**src/rtl/instr_fetch_unit_if.sv**
```systemverilog
// Bus bundle between the instruction fetch unit and its surroundings
// (program loader on one side, Control_Unit on the other).
//
// Handshake: NEXT is a one-cycle completion pulse from Control_Unit and
// is only acted on while INSTR_VALID=1. INSTR and PC stay stable from
// the cycle INSTR_VALID rises until the edge that samples NEXT=1.
// LOAD_EN writes LOAD_DATA to LOAD_ADDR in the same edge, but only while
// the unit is stopped.
//
// Signals:
//   LOAD_EN / LOAD_ADDR / LOAD_DATA  memory load port (master -> slave)
//   START                            run from address 0 (master -> slave)
//   NEXT                             instruction done (master -> slave)
//   INSTR / INSTR_VALID / PC         current instruction (slave -> master)
//   ONSWT / OFFSWT                   run level / stop pulse (slave -> master)
//   HALTED / LOAD_ERR                status (slave -> master)
//   STATE_DBG                        FSM state for observation (slave -> master)
interface instr_fetch_unit_if #(
  parameter int IMEM_DEPTH = 32,
  parameter int INSTR_W    = 32
);
  localparam int LogD = $clog2(IMEM_DEPTH);

  logic               LOAD_EN;
  logic [LogD-1:0]    LOAD_ADDR;
  logic [INSTR_W-1:0] LOAD_DATA;
  logic               START;
  logic               NEXT;
  logic [INSTR_W-1:0] INSTR;
  logic               INSTR_VALID;
  logic [LogD-1:0]    PC;
  logic               ONSWT;
  logic               OFFSWT;
  logic               HALTED;
  logic               LOAD_ERR;
  logic [1:0]         STATE_DBG;

  modport master (
    output LOAD_EN, LOAD_ADDR, LOAD_DATA, START, NEXT,
    input  INSTR, INSTR_VALID, PC, ONSWT, OFFSWT, HALTED, LOAD_ERR, STATE_DBG
  );

  modport slave (
    input  LOAD_EN, LOAD_ADDR, LOAD_DATA, START, NEXT,
    output INSTR, INSTR_VALID, PC, ONSWT, OFFSWT, HALTED, LOAD_ERR, STATE_DBG
  );
endinterface

```
**src/rtl/instr_fetch_unit.sv**
```systemverilog
// Instruction fetch stage feeding Control_Unit. Holds a loadable
// instruction memory and a program counter, presents one instruction at
// a time and advances on NEXT. Generates the ONSWT run level and the
// one-cycle OFFSWT stop pulse.
//
// Ports:
//   CLK   clock, rising edge
//   RSTN  asynchronous reset, active-high (despite the name)
//   bus   instr_fetch_unit_if.slave (load port, START/NEXT, instruction
//         outputs, status, STATE_DBG)
//
// Optional build macro FETCH_PREFETCH_EN: while an instruction is issued
// the following word is pre-read so NEXT advances with no bubble cycle.
// Without it, every NEXT goes through one FETCH bubble.
//
// A word with bit 7 set is the halt opcode; it is never issued.
module instr_fetch_unit #(
  parameter int IMEM_DEPTH = 32,
  parameter int INSTR_W    = 32
) (
  input logic              CLK,
  input logic              RSTN,
  instr_fetch_unit_if.slave bus
);
  localparam int LogD = $clog2(IMEM_DEPTH);
  localparam logic [LogD-1:0] LastPc = LogD'(IMEM_DEPTH - 1);
  localparam logic [LogD-1:0] One    = LogD'(1);

  typedef enum logic [1:0] {
    S_IDLE  = 2'd0,
    S_FETCH = 2'd1,
    S_ISSUE = 2'd2,
    S_HALT  = 2'd3
  } state_e;

  state_e             state_q;
  logic [LogD-1:0]    pc_q;
  logic [INSTR_W-1:0] instr_q;
  logic               valid_q;
  logic               onswt_q;
  logic               offswt_q;
  logic               halted_q;
  logic               load_err_q;

  logic [INSTR_W-1:0] mem [IMEM_DEPTH];
  logic [INSTR_W-1:0] rd_q;
  logic [LogD-1:0]    rd_addr;

  logic stopped;
  logic load_ok;
  logic start_ok;
  logic next_ok;
  logic at_end;

  assign stopped  = (state_q == S_IDLE) || (state_q == S_HALT);
  assign load_ok  = stopped && bus.LOAD_EN;
  // A load in the same cycle wins over START.
  assign start_ok = stopped && bus.START && !bus.LOAD_EN;
  assign next_ok  = (state_q == S_ISSUE) && bus.NEXT;
  assign at_end   = (pc_q == LastPc);

  // Read address is chosen so rd_q holds the word the FSM needs in the
  // following cycle: mem[PC] in FETCH, and with prefetch mem[PC+1] in ISSUE.
  always_comb begin
    rd_addr = pc_q;
    if (start_ok) begin
      rd_addr = '0;
`ifdef FETCH_PREFETCH_EN
    end else if (state_q == S_FETCH) begin
      rd_addr = pc_q + One;
    end else if (state_q == S_ISSUE) begin
      rd_addr = next_ok ? (pc_q + One + One) : (pc_q + One);
`else
    end else if (next_ok) begin
      rd_addr = pc_q + One;
`endif
    end
  end

  // Instruction memory: not reset, contents survive RSTN.
  always_ff @(posedge CLK) begin
    if (load_ok) begin
      mem[bus.LOAD_ADDR] <= bus.LOAD_DATA;
    end
    rd_q <= mem[rd_addr];
  end

  always_ff @(posedge CLK or posedge RSTN) begin
    if (RSTN) begin
      state_q    <= S_IDLE;
      pc_q       <= '0;
      instr_q    <= '0;
      valid_q    <= 1'b0;
      onswt_q    <= 1'b0;
      offswt_q   <= 1'b0;
      halted_q   <= 1'b0;
      load_err_q <= 1'b0;
    end else begin
      offswt_q <= 1'b0;
      // Loads while running are dropped but remembered until START/reset.
      if (bus.LOAD_EN && !stopped) begin
        load_err_q <= 1'b1;
      end
      case (state_q)
        S_IDLE, S_HALT: begin
          if (start_ok) begin
            state_q    <= S_FETCH;
            pc_q       <= '0;
            halted_q   <= 1'b0;
            load_err_q <= 1'b0;
            onswt_q    <= 1'b1;
          end
        end
        S_FETCH: begin
          if (rd_q[7]) begin
            state_q  <= S_HALT;
            valid_q  <= 1'b0;
            offswt_q <= 1'b1;
            onswt_q  <= 1'b0;
            halted_q <= 1'b1;
          end else begin
            state_q <= S_ISSUE;
            instr_q <= rd_q;
            valid_q <= 1'b1;
          end
        end
        S_ISSUE: begin
          if (bus.NEXT) begin
`ifdef FETCH_PREFETCH_EN
            if (at_end || rd_q[7]) begin
`else
            if (at_end) begin
`endif
              state_q  <= S_HALT;
              valid_q  <= 1'b0;
              offswt_q <= 1'b1;
              onswt_q  <= 1'b0;
              halted_q <= 1'b1;
            end else begin
              pc_q <= pc_q + One;
`ifdef FETCH_PREFETCH_EN
              instr_q <= rd_q;
`else
              valid_q <= 1'b0;
              state_q <= S_FETCH;
`endif
            end
          end
        end
        default: state_q <= S_IDLE;
      endcase
    end
  end

  assign bus.INSTR       = instr_q;
  assign bus.INSTR_VALID = valid_q;
  assign bus.PC          = pc_q;
  assign bus.ONSWT       = onswt_q;
  assign bus.OFFSWT      = offswt_q;
  assign bus.HALTED      = halted_q;
  assign bus.LOAD_ERR    = load_err_q;
  assign bus.STATE_DBG   = state_q;
endmodule

```
**src/flat_wrapper.sv**
```systemverilog
// flat-port wrapper written by rule: the top's interface ports become plain ports
module instr_fetch_unit_flat 
#(
  parameter int IMEM_DEPTH = 32,
  parameter int INSTR_W    = 32
)
  (CLK, RSTN, bus_LOAD_EN, bus_LOAD_ADDR, bus_LOAD_DATA, bus_START, bus_NEXT, bus_INSTR, bus_INSTR_VALID, bus_PC, bus_ONSWT, bus_OFFSWT, bus_HALTED, bus_LOAD_ERR, bus_STATE_DBG);
  instr_fetch_unit_if #(.IMEM_DEPTH(IMEM_DEPTH), .INSTR_W(INSTR_W)) bus_i ();
  input logic CLK;
  input logic RSTN;
  input wire logic [$bits(bus_i.LOAD_EN)-1:0] bus_LOAD_EN;
  input wire logic [$bits(bus_i.LOAD_ADDR)-1:0] bus_LOAD_ADDR;
  input wire logic [$bits(bus_i.LOAD_DATA)-1:0] bus_LOAD_DATA;
  input wire logic [$bits(bus_i.START)-1:0] bus_START;
  input wire logic [$bits(bus_i.NEXT)-1:0] bus_NEXT;
  output wire logic [$bits(bus_i.INSTR)-1:0] bus_INSTR;
  output wire logic [$bits(bus_i.INSTR_VALID)-1:0] bus_INSTR_VALID;
  output wire logic [$bits(bus_i.PC)-1:0] bus_PC;
  output wire logic [$bits(bus_i.ONSWT)-1:0] bus_ONSWT;
  output wire logic [$bits(bus_i.OFFSWT)-1:0] bus_OFFSWT;
  output wire logic [$bits(bus_i.HALTED)-1:0] bus_HALTED;
  output wire logic [$bits(bus_i.LOAD_ERR)-1:0] bus_LOAD_ERR;
  output wire logic [$bits(bus_i.STATE_DBG)-1:0] bus_STATE_DBG;
  assign bus_i.LOAD_EN = bus_LOAD_EN;
  assign bus_i.LOAD_ADDR = bus_LOAD_ADDR;
  assign bus_i.LOAD_DATA = bus_LOAD_DATA;
  assign bus_i.START = bus_START;
  assign bus_i.NEXT = bus_NEXT;
  assign bus_INSTR = bus_i.INSTR;
  assign bus_INSTR_VALID = bus_i.INSTR_VALID;
  assign bus_PC = bus_i.PC;
  assign bus_ONSWT = bus_i.ONSWT;
  assign bus_OFFSWT = bus_i.OFFSWT;
  assign bus_HALTED = bus_i.HALTED;
  assign bus_LOAD_ERR = bus_i.LOAD_ERR;
  assign bus_STATE_DBG = bus_i.STATE_DBG;
  instr_fetch_unit #(.IMEM_DEPTH(IMEM_DEPTH), .INSTR_W(INSTR_W)) u_core (.CLK(CLK), .RSTN(RSTN), .bus(bus_i));
endmodule
```
**config.mk**
```make
export PLATFORM = sky130hd
export DESIGN_NAME = instr_fetch_unit_flat
export DESIGN_NICKNAME = d
export VERILOG_FILES = /design/src/rtl/instr_fetch_unit_if.sv /design/src/rtl/instr_fetch_unit.sv /design/src/flat_wrapper.sv
export SDC_FILE = /design/constraint.sdc
export NUM_CORES = 1
export LEC_CHECK = 0
export ABC_AREA = 0
export CORE_MARGIN = 2
export CORE_UTILIZATION = 25
export CTS_CLUSTER_DIAMETER = 50
export CTS_CLUSTER_SIZE = 12
export DETAILED_ROUTE_END_ITERATION = 10
export SLEW_MARGIN = 20
export SYNTH_ARGS = -nofsm -noshare
export SYNTH_HDL_FRONTEND = slang
export SYNTH_SLANG_ARGS = --single-unit
```
**constraint.sdc**
```tcl
create_clock -name CLK -period 3.6 [get_ports CLK]
set_clock_uncertainty 0.1 [all_clocks]
set_input_delay 0.54 -clock CLK [delete_from_list [all_inputs] [get_ports CLK]]
set_output_delay 0.54 -clock CLK [all_outputs]
set_load 0.05 [all_outputs]
```
==> results of run 1 <==
-- cells by family after synthesis --
kind of cell | count (synthesis) | share of synthesized area
buf+inv | 205 | 0.0204
compound gates | 499 | 0.0704
mux | 67 | 0.0168
xor+xnor | 2 | 0.000414
fa+ha+maj | 4 | 0.00118
flops | 1099 | 0.767
simple gates | 1196 | 0.123
other cells | 1 | 0.0000886
-- layer usage --
layer  global-route usage  share of wire  routed length (µm)  vias up
met3               0.0306          0.096               12100      213
li1                     -              -                   -    11800
met2                0.217           0.45               57400     1215
met5                    0        0.00036                  46        -
met4               0.0353          0.023                2900        8
met1                0.203           0.43               54100    13800
-- final timing paths --
kind	start	end	slack, ns	cells after the start
hold reg to reg	u_core.rd_q[28]$_DFF_P_	u_core.bus.INSTR[28]$_DFFE_PP0P_	0.37	1
setup / recovery	u_core.bus.STATE_DBG[0]$_DFFE_PP0P_	u_core.rd_q[10]$_DFF_P_	0.36	11
min in group CLK	bus_LOAD_DATA[25]	u_core.mem[13][25]$_DFFE_PP_	0.27	1
max in group asynchronous	RSTN	u_core.bus.INSTR[12]$_DFFE_PP0P_	2.54	3
setup reg to reg	u_core.bus.STATE_DBG[0]$_DFFE_PP0P_	u_core.rd_q[10]$_DFF_P_	0.36	11
hold / removal	RSTN	u_core.bus.INSTR[28]$_DFFE_PP0P_	0.23	2
-- power by group through the flow --
stage                     clock network [mW]  logic [mW]  registers, mW
after floorplan                            0        4.73           15.8
after global placement                     0        9.25           15.2
after detailed placement                   0        9.30           15.2
after CTS                               11.4        9.35           15.0
after global routing                    11.9        10.0           15.0
final                                   11.3        9.33           15.0
-- final cells by class --
class,count,area (µm²),area share
tap,2204,2760,0.0541
timing repair buffer,228,2870,0.0562
sequential,1099,32500,0.637
multi-input combinational,1769,9330,0.183
clock buffer,182,3140,0.0615
clock inverter,24,367,0.00719
inverter,6,25.0,0.000491
antenna,5,12.5,0.000246
-- worst reg2reg max path: cells and delay by family, from the launching register on --
| kind | cells | cell delay (ns) |
|---|---|---|
| buffers and inverters | 4 | 0.80 |
| AND/OR/NAND/NOR | 2 | 0.66 |
| AO/OA/AOI/OAI | 4 | 0.61 |
| adder cells (fa/ha/maj) | 1 | 0.54 |
| flip-flops | 1 | 0.40 |
-- state kept, by name, indices dropped and copies added, names as in the netlist --
register,flops
u_core.bus.HALTED,1
u_core.bus.INSTR,31
u_core.bus.INSTR_VALID,1
u_core.bus.LOAD_ERR,1
u_core.bus.OFFSWT,1
u_core.bus.ONSWT,1
u_core.bus.PC,5
u_core.bus.STATE_DBG,2
u_core.mem,1024
u_core.rd_q,32
-- cells in the mapped netlist, types with 13 or more instances --
| library cell | count | area share |
|---|---|---|
| a211oi_1 | 65 | 0.012 |
| mux2i_1 | 34 | 0.0080 |
| a31oi_1 | 65 | 0.0096 |
| edfxtp_1 | 1024 | 0.73 |
| nand3_1 | 256 | 0.030 |
| buf_1 | 13 | 0.0012 |
| mux2_2 | 33 | 0.0088 |
| nand2_1 | 745 | 0.066 |
| buf_2 | 41 | 0.0048 |
| dfrtp_1 | 43 | 0.025 |
| a21oi_1 | 295 | 0.035 |
| a221oi_1 | 32 | 0.0066 |
| nand4_1 | 100 | 0.015 |
| dfxtp_1 | 32 | 0.015 |
| and3_1 | 34 | 0.0050 |
| nor2_1 | 40 | 0.0035 |
| clkbuf_1 | 137 | 0.012 |
==> run summary, run 1 <==
status -> finished, final reports clean
Initial Util -> 0.252
Port Buffer Count -> 84
Post-Syn Nets -> 3119
clock-pin slew of the registers on the worst-case setup and hold paths -> 0.06 ns
Final ANT Viol Nets -> 0
first-pass GRT wire length -> 181000 µm
filler cell count -> 16.4k
WS Path Type -> flip-flop to flip-flop
Tot Pwr -> 35.6 mW
startpoint types -> flip-flop
Die Span X -> 415 µm
VDD IR max -> 0.414 mV
Worst Path Required -> 4.05 ns
total internal power -> 24.3 mW
CP bufs+invs -> 4
Net Switching -> 11.3 mW
HP Class -> input port to async pin
final hold vios -> 0
sequential area share after synthesis -> 0.767
WL per Instance -> 22.9 µm
fmax -> 308 MHz
cell count after synthesis -> 3073
Mean Syn Cell Area -> 13.8 µm²
I/O pin count -> 86
Max-slew headroom -> 0.270
leakage power -> 16.4 nW
largest net degree at the start of global routing -> 46
Gate power share -> 0.262
Post-synth EDFFs -> 1024
final core utilization -> 0.304
worst path cell trace -> inv_1 -> ha_1 -> and3b_1 -> buf_4 -> a21oi_4 -> buf_12 -> buf_12 -> a21oi_1 -> a211oi_1 -> a21oi_1 -> nand4_1
synthesis-to-layout area growth -> 20.4%
Clock Path Buffers -> 3
ys flop type -> edfxtp_1
Inst Count DP -> 5306
CTS root buf -> clkbuf_16
total die area -> 0.173 mm²
RSZ-0062 raised after global routing -> no
Clock Power Share -> 0.317
post-cts resize count -> 0
router iterations before antenna repair -> 6
Pwr Density -> 698 mW/mm²
TNS Setup -> 0 ns
buffer count from post-CTS setup fixing -> 0
DR iter-0 viols -> 3323
TritonCTS buffer count -> 110
CTS H-Tree Depth -> 3
register share of total power -> 0.421
Post-Place Setup Slack -> 0.316 ns
design area -> 0.0510 mm²
max-cap violations -> 0
Clock Latency Late Sink -> 0.68 ns
Die Span Y -> 415 µm
minimum clock period -> 3.24 ns
CP Capture Type -> flip-flop
most frequent cells in the layout -> edfxtp_1, nand2_1, a21oi_1
worst setup margin -> 0.357 ns
crit path DAT -> 3.69 ns
antenna violations before repair -> 15
clk sinks -> 1099
Final #Nets -> 3260
Warnings, synthesis -> 0
actual slew at the worst max-slew pin -> 1.09 ns
slowest CP cell -> ha_1
Final period util -> 0.901
CTS tree -> done
DP Wirelength -> 68800 µm
post-DR vias/cell -> 4.90
gr ovfl total -> 0
leading cell type in the layout, fill and taps excluded -> edfxtp_1
vias -> 27.0k
cell family contributing the most delay on the critical path -> buffers and inverters
share of cells above drive strength 1 -> 0.115
drt total wl -> 127000 µm
final hold slack -> 0.234 ns
Yosys reg bits -> 1099
crit-path max cell delay -> 0.54 ns
Sw Ratio -> 0.318
Area after DPL -> 0.0475 mm²
Final Non-Filler Cells -> 5517
Final Max Tran Viols -> 0
final setup vio count -> 0
Async SR Flop Fraction -> 0.0391
Netlist Area Pre-Place -> 0.0423 mm²
vias in the first global route -> 25.3k
total track usage -> 0.142
DRC Markers -> 0
Post-CTS Hold Buffers -> 0
Placer Congestion -> 0.783
core area -> 0.168 mm²
# rows -> 150
peak fanout along the critical path -> 32
synth unique cells -> 55
No activity file was read; power rests on OpenSTA's default activity.
==> run 2, diff against run 1 <==
--- a/config.mk
+++ b/config.mk
@@ -5,12 +5,13 @@
 export SDC_FILE = /design/constraint.sdc
 export NUM_CORES = 1
 export LEC_CHECK = 0
-export ABC_AREA = 0
+export ABC_AREA = 1
 export CORE_MARGIN = 2
 export CORE_UTILIZATION = 25
 export CTS_CLUSTER_DIAMETER = 50
 export CTS_CLUSTER_SIZE = 12
 export DETAILED_ROUTE_END_ITERATION = 10
+export DONT_BUFFER_PORTS = 1
 export SLEW_MARGIN = 20
 export SYNTH_ARGS = -nofsm -noshare
 export SYNTH_HDL_FRONTEND = slang
==> constraint.sdc (replaced) <==
create_clock -name CLK -period 3.6 [get_ports CLK]
set_clock_uncertainty 0.1 [all_clocks]
set_input_delay 0.54 -clock CLK [delete_from_list [all_inputs] [get_ports CLK]]
set_output_delay 0.54 -clock CLK [all_outputs]
set_load 0.02 [all_outputs]
==> run 2 against run 1 <==
Fmax is 0.16% lower. Critical path depth increased by 2. Combinational power up 9%. Sequential share of layout area down 6.7 points. Sequential power increased by 3%. Non-clock buffer count decreased by 27. Total power up 5.9%. Wire length increased by 18%. Clock-buffer cell count shrank 2. Largest power group unchanged.
==> run summary, run 2 <==
share of cells above drive strength 1 -> 0.0832 (-0.0322)
post-DR vias/cell -> 4.72 (-3.6%)
crit-path most repeated cell -> nand2_1
clk sinks -> 1099 (unchanged)
Worst Path Required -> 4.10 ns (+0.05 ns)
Synth top area share -> 0.631 (-0.0953)
Area after DPL -> 0.0526 mm² (+11%)
total die area -> 0.198 mm² (+15%)
first-pass GRT wire length -> 219000 µm (+21%)
sequential area share after synthesis -> 0.667 (-0.101)
Worst R2R Start -> u_core.bus.STATE_DBG[0]$_DFFE_PP0P_
Initial Util -> 0.251 (-0.00168)
leakage power -> 23.4 nW (+43%)
WL per Instance -> 20.3 µm (-11%)
vias in the first global route -> 32.6k (+29%)
Yosys reg bits -> 1099 (unchanged)
DR iter-0 viols -> 3962 (+19%)
DRC Markers -> 0 (unchanged)
drt total wl -> 150000 µm (+18%)
Pwr Density -> 661 mW/mm² (-5.3%)
Final #Nets -> 4764 (+46%)
final setup vio count -> 0 (unchanged)
largest register by flop count -> u_core.mem
Die Span X -> 445 µm (+7.2%)
Post-synth EDFFs -> 1024 (unchanged)
Critical Path Start -> u_core.bus.STATE_DBG[0]$_DFFE_PP0P_
synthesis-to-layout area growth -> 17.0%
final core utilization -> 0.293 (-0.0107)
post-cts resize count -> 0 (unchanged)
Synth Area in Simple Gates -> 0.220 (+0.0961)
VDD IR max -> 0.479 mV (+16%)
slowest CP cell -> buf_12
vias -> 34.8k (+29%)
CP Capture Type -> flip-flop
gr ovfl total -> 0 (unchanged)
CTS root buf -> clkbuf_16
most frequent cells in the layout -> edfxtp_1, inv_1, nand3_1
largest family of logic cells by synthesized area -> simple AND/OR/NAND/NOR gates
largest cells by area after synthesis -> edfxtp_1, nand3_1, inv_1
max-cap violations -> 0 (unchanged)
Warnings, synthesis -> 0 (unchanged)
FF-to-FF End -> u_core.rd_q[3]$_DFF_P_
cell count after synthesis -> 4727 (+54%)
Final Max Tran Viols -> 0 (unchanged)
area share of fa/ha/maj cells after synthesis -> 0.00103 (-0.000155)
peak fanout along the critical path -> 156 (+390%)
TNS Setup -> 0 ns (unchanged)
CTS tree -> done
Final Non-Filler Cells -> 7363 (+33%)
Max-slew headroom -> 0.235 (-0.0346)
buffer count from post-CTS setup fixing -> 0 (unchanged)
actual slew at the worst max-slew pin -> 1.14 ns (+0.0516 ns)
status -> finished, final reports clean
antenna violations before repair -> 10 (-5)
Clock Latency Late Sink -> 0.74 ns (+0.06 ns)
core area -> 0.194 mm² (+16%)
# rows -> 162 (+8.0%)
Async SR Flop Fraction -> 0.0391 (unchanged)
worst path cell trace -> inv_1 -> ha_1 -> nand3_4 -> nand3_4 -> buf_12 -> buf_12 -> nand2_1 -> nand3_1 -> nand3_1 -> nand3_1 -> nand2_1 -> nand2_1 -> nand2_1
final hold vios -> 0 (unchanged)
xor/xnor share of the synthesized area -> 0.000360 (-0.0000543)
WS Path Type -> flip-flop to flip-flop
TritonCTS buffer count -> 118 (+7.3%)
Post-Syn Nets -> 4773 (+53%)
design area -> 0.0570 mm² (+12%)
I/O pin count -> 86 (unchanged)
synth unique cells -> 27 (-51%)
Final period util -> 0.902 (+0.00143)
Critical Path Sink -> u_core.rd_q[3]$_DFF_P_
top cells by count, synth -> edfxtp_1, inv_1, nand3_1
router iterations before antenna repair -> 6 (unchanged)
ys flop type -> edfxtp_1
Final ANT Viol Nets -> 0 (unchanged)
post-synthesis mux area share -> 0 (-0.0168)
DP Wirelength -> 82500 µm (+20%)
post-synthesis compound-gate area fraction -> 0.00488 (-0.0655)
count leader, synth -> edfxtp_1
total track usage -> 0.147 (+0.00534)
Synth area leader -> edfxtp_1
Port Buffer Count -> 0 (-100%)
leading cell type in the layout, fill and taps excluded -> edfxtp_1
fmax -> 308 MHz (-0.16%)
Die Span Y -> 445 µm (+7.2%)
RSZ-0062 raised after global routing -> no
minimum clock period -> 3.25 ns (+0.00513 ns)
Inst Count DP -> 7094 (+34%)
reg2reg setup slack -> 0.35 ns (about the same)
filler cell count -> 19.7k (+20%)
final hold slack -> 0.0697 ns (-0.165 ns)
R2R depth -> 13 (+2)
Mean Syn Cell Area -> 10.3 µm² (-25%)
Placer Congestion -> 0.807 (+3.0%)
startpoint types -> flip-flop
Netlist Area Pre-Place -> 0.0487 mm² (+15%)
CTS H-Tree Depth -> 3 (unchanged)
HP Class -> input port to flip-flop
clock-pin slew of the registers on the worst-case setup and hold paths -> 0.06 ns (about the same)
max reg flops -> 1024 (unchanged)
crit-path max cell delay -> 0.47 ns (-0.07 ns)
largest net degree at the start of global routing -> 157 (+240%)
crit path DAT -> 3.75 ns (+0.06 ns)
Clock Path Buffers -> 3 (unchanged)
## run 2: cell families (layout without fill, tap and decap cells)
group                    Yosys count  count (layout)
AO/OA/AOI/OAI                     46              46
buffers and inverters           1349            1439
XOR/XNOR                           2               2
AND/OR/NAND/NOR                 2226            2226
flip-flops                      1099            1099
adder cells (fa/ha/maj)            4               4
other                              1               5
## run 2: power breakdown
part | switching (mW) | total, mW | internal [mW]
clock | 5.13 | 12.0 | 6.88
sequential | 0.873 | 15.4 | 14.5
combinational | 7.12 | 10.2 | 3.11
## run 2: final cells by class
| class | instances | area (µm²) | area share |
|---|---|---|---|
| Timing Repair Buffer | 201 | 2300 | 0.0405 |
| Sequential cell | 1099 | 32500 | 0.570 |
| Antenna cell | 4 | 10.0 | 0.000176 |
| Clock inverter | 39 | 440 | 0.00773 |
| Tap cell | 2542 | 3180 | 0.0558 |
| Clock buffer | 180 | 3390 | 0.0595 |
| Multi-Input combinational cell | 2279 | 11300 | 0.199 |
| Inverter | 1019 | 3840 | 0.0674 |
## run 2: worst min path at each step
stage,from,endpoint,slack [ns],depth (start not counted)
global placement,u_core.rd_q[24]$_DFF_P_,u_core.bus.INSTR[24]$_DFFE_PP0P_,0.33,2
detailed placement,u_core.rd_q[24]$_DFF_P_,u_core.bus.INSTR[24]$_DFFE_PP0P_,0.33,2
CTS,bus_NEXT,u_core.bus.PC[4]$_DFFE_PP0P_,0.005,4
global route,bus_NEXT,u_core.bus.PC[4]$_DFFE_PP0P_,0.05,4
finish,bus_NEXT,u_core.bus.PC[4]$_DFFE_PP0P_,0.07,4
floorplan,u_core.rd_q[14]$_DFF_P_,u_core.bus.INSTR[14]$_DFFE_PP0P_,0.31,2
## run 2: what timing repair did
item / in CTS / in global routing
hold endpoints to repair: 1044 / 0
endpoints found under the setup margin: 0 / 0
hold buffers: 46 / 0
## run 2: metal layers
layer	wire (µm)	GRT usage	vias to the layer above
met5	59	0	-
met4	5690	0.0593	10
met3	12800	0.0300	275
met2	68500	0.230	1630
met1	62600	0.198	16900
li1	-	-	15900
## run 2: per-stage QoR
| step | power (mW) | setup slack, ns |
|---|---|---|
| global route | 39.4 | 0.163 |
| CTS | 37.8 | 0.379 |
| finish | 37.6 | 0.352 |
| floorplan | 22.0 | 0.357 |
| global placement | 25.5 | 0.413 |
| detailed placement | 25.6 | 0.375 |
## run 2: critical path, delay by kind of cell, from the launching register on
family | cells | cell delay, ns
buffers and inverters | 3 | 0.79
DFF | 1 | 0.46
adders and majority gates | 1 | 0.34
and+or+nand+nor | 9 | 1.21
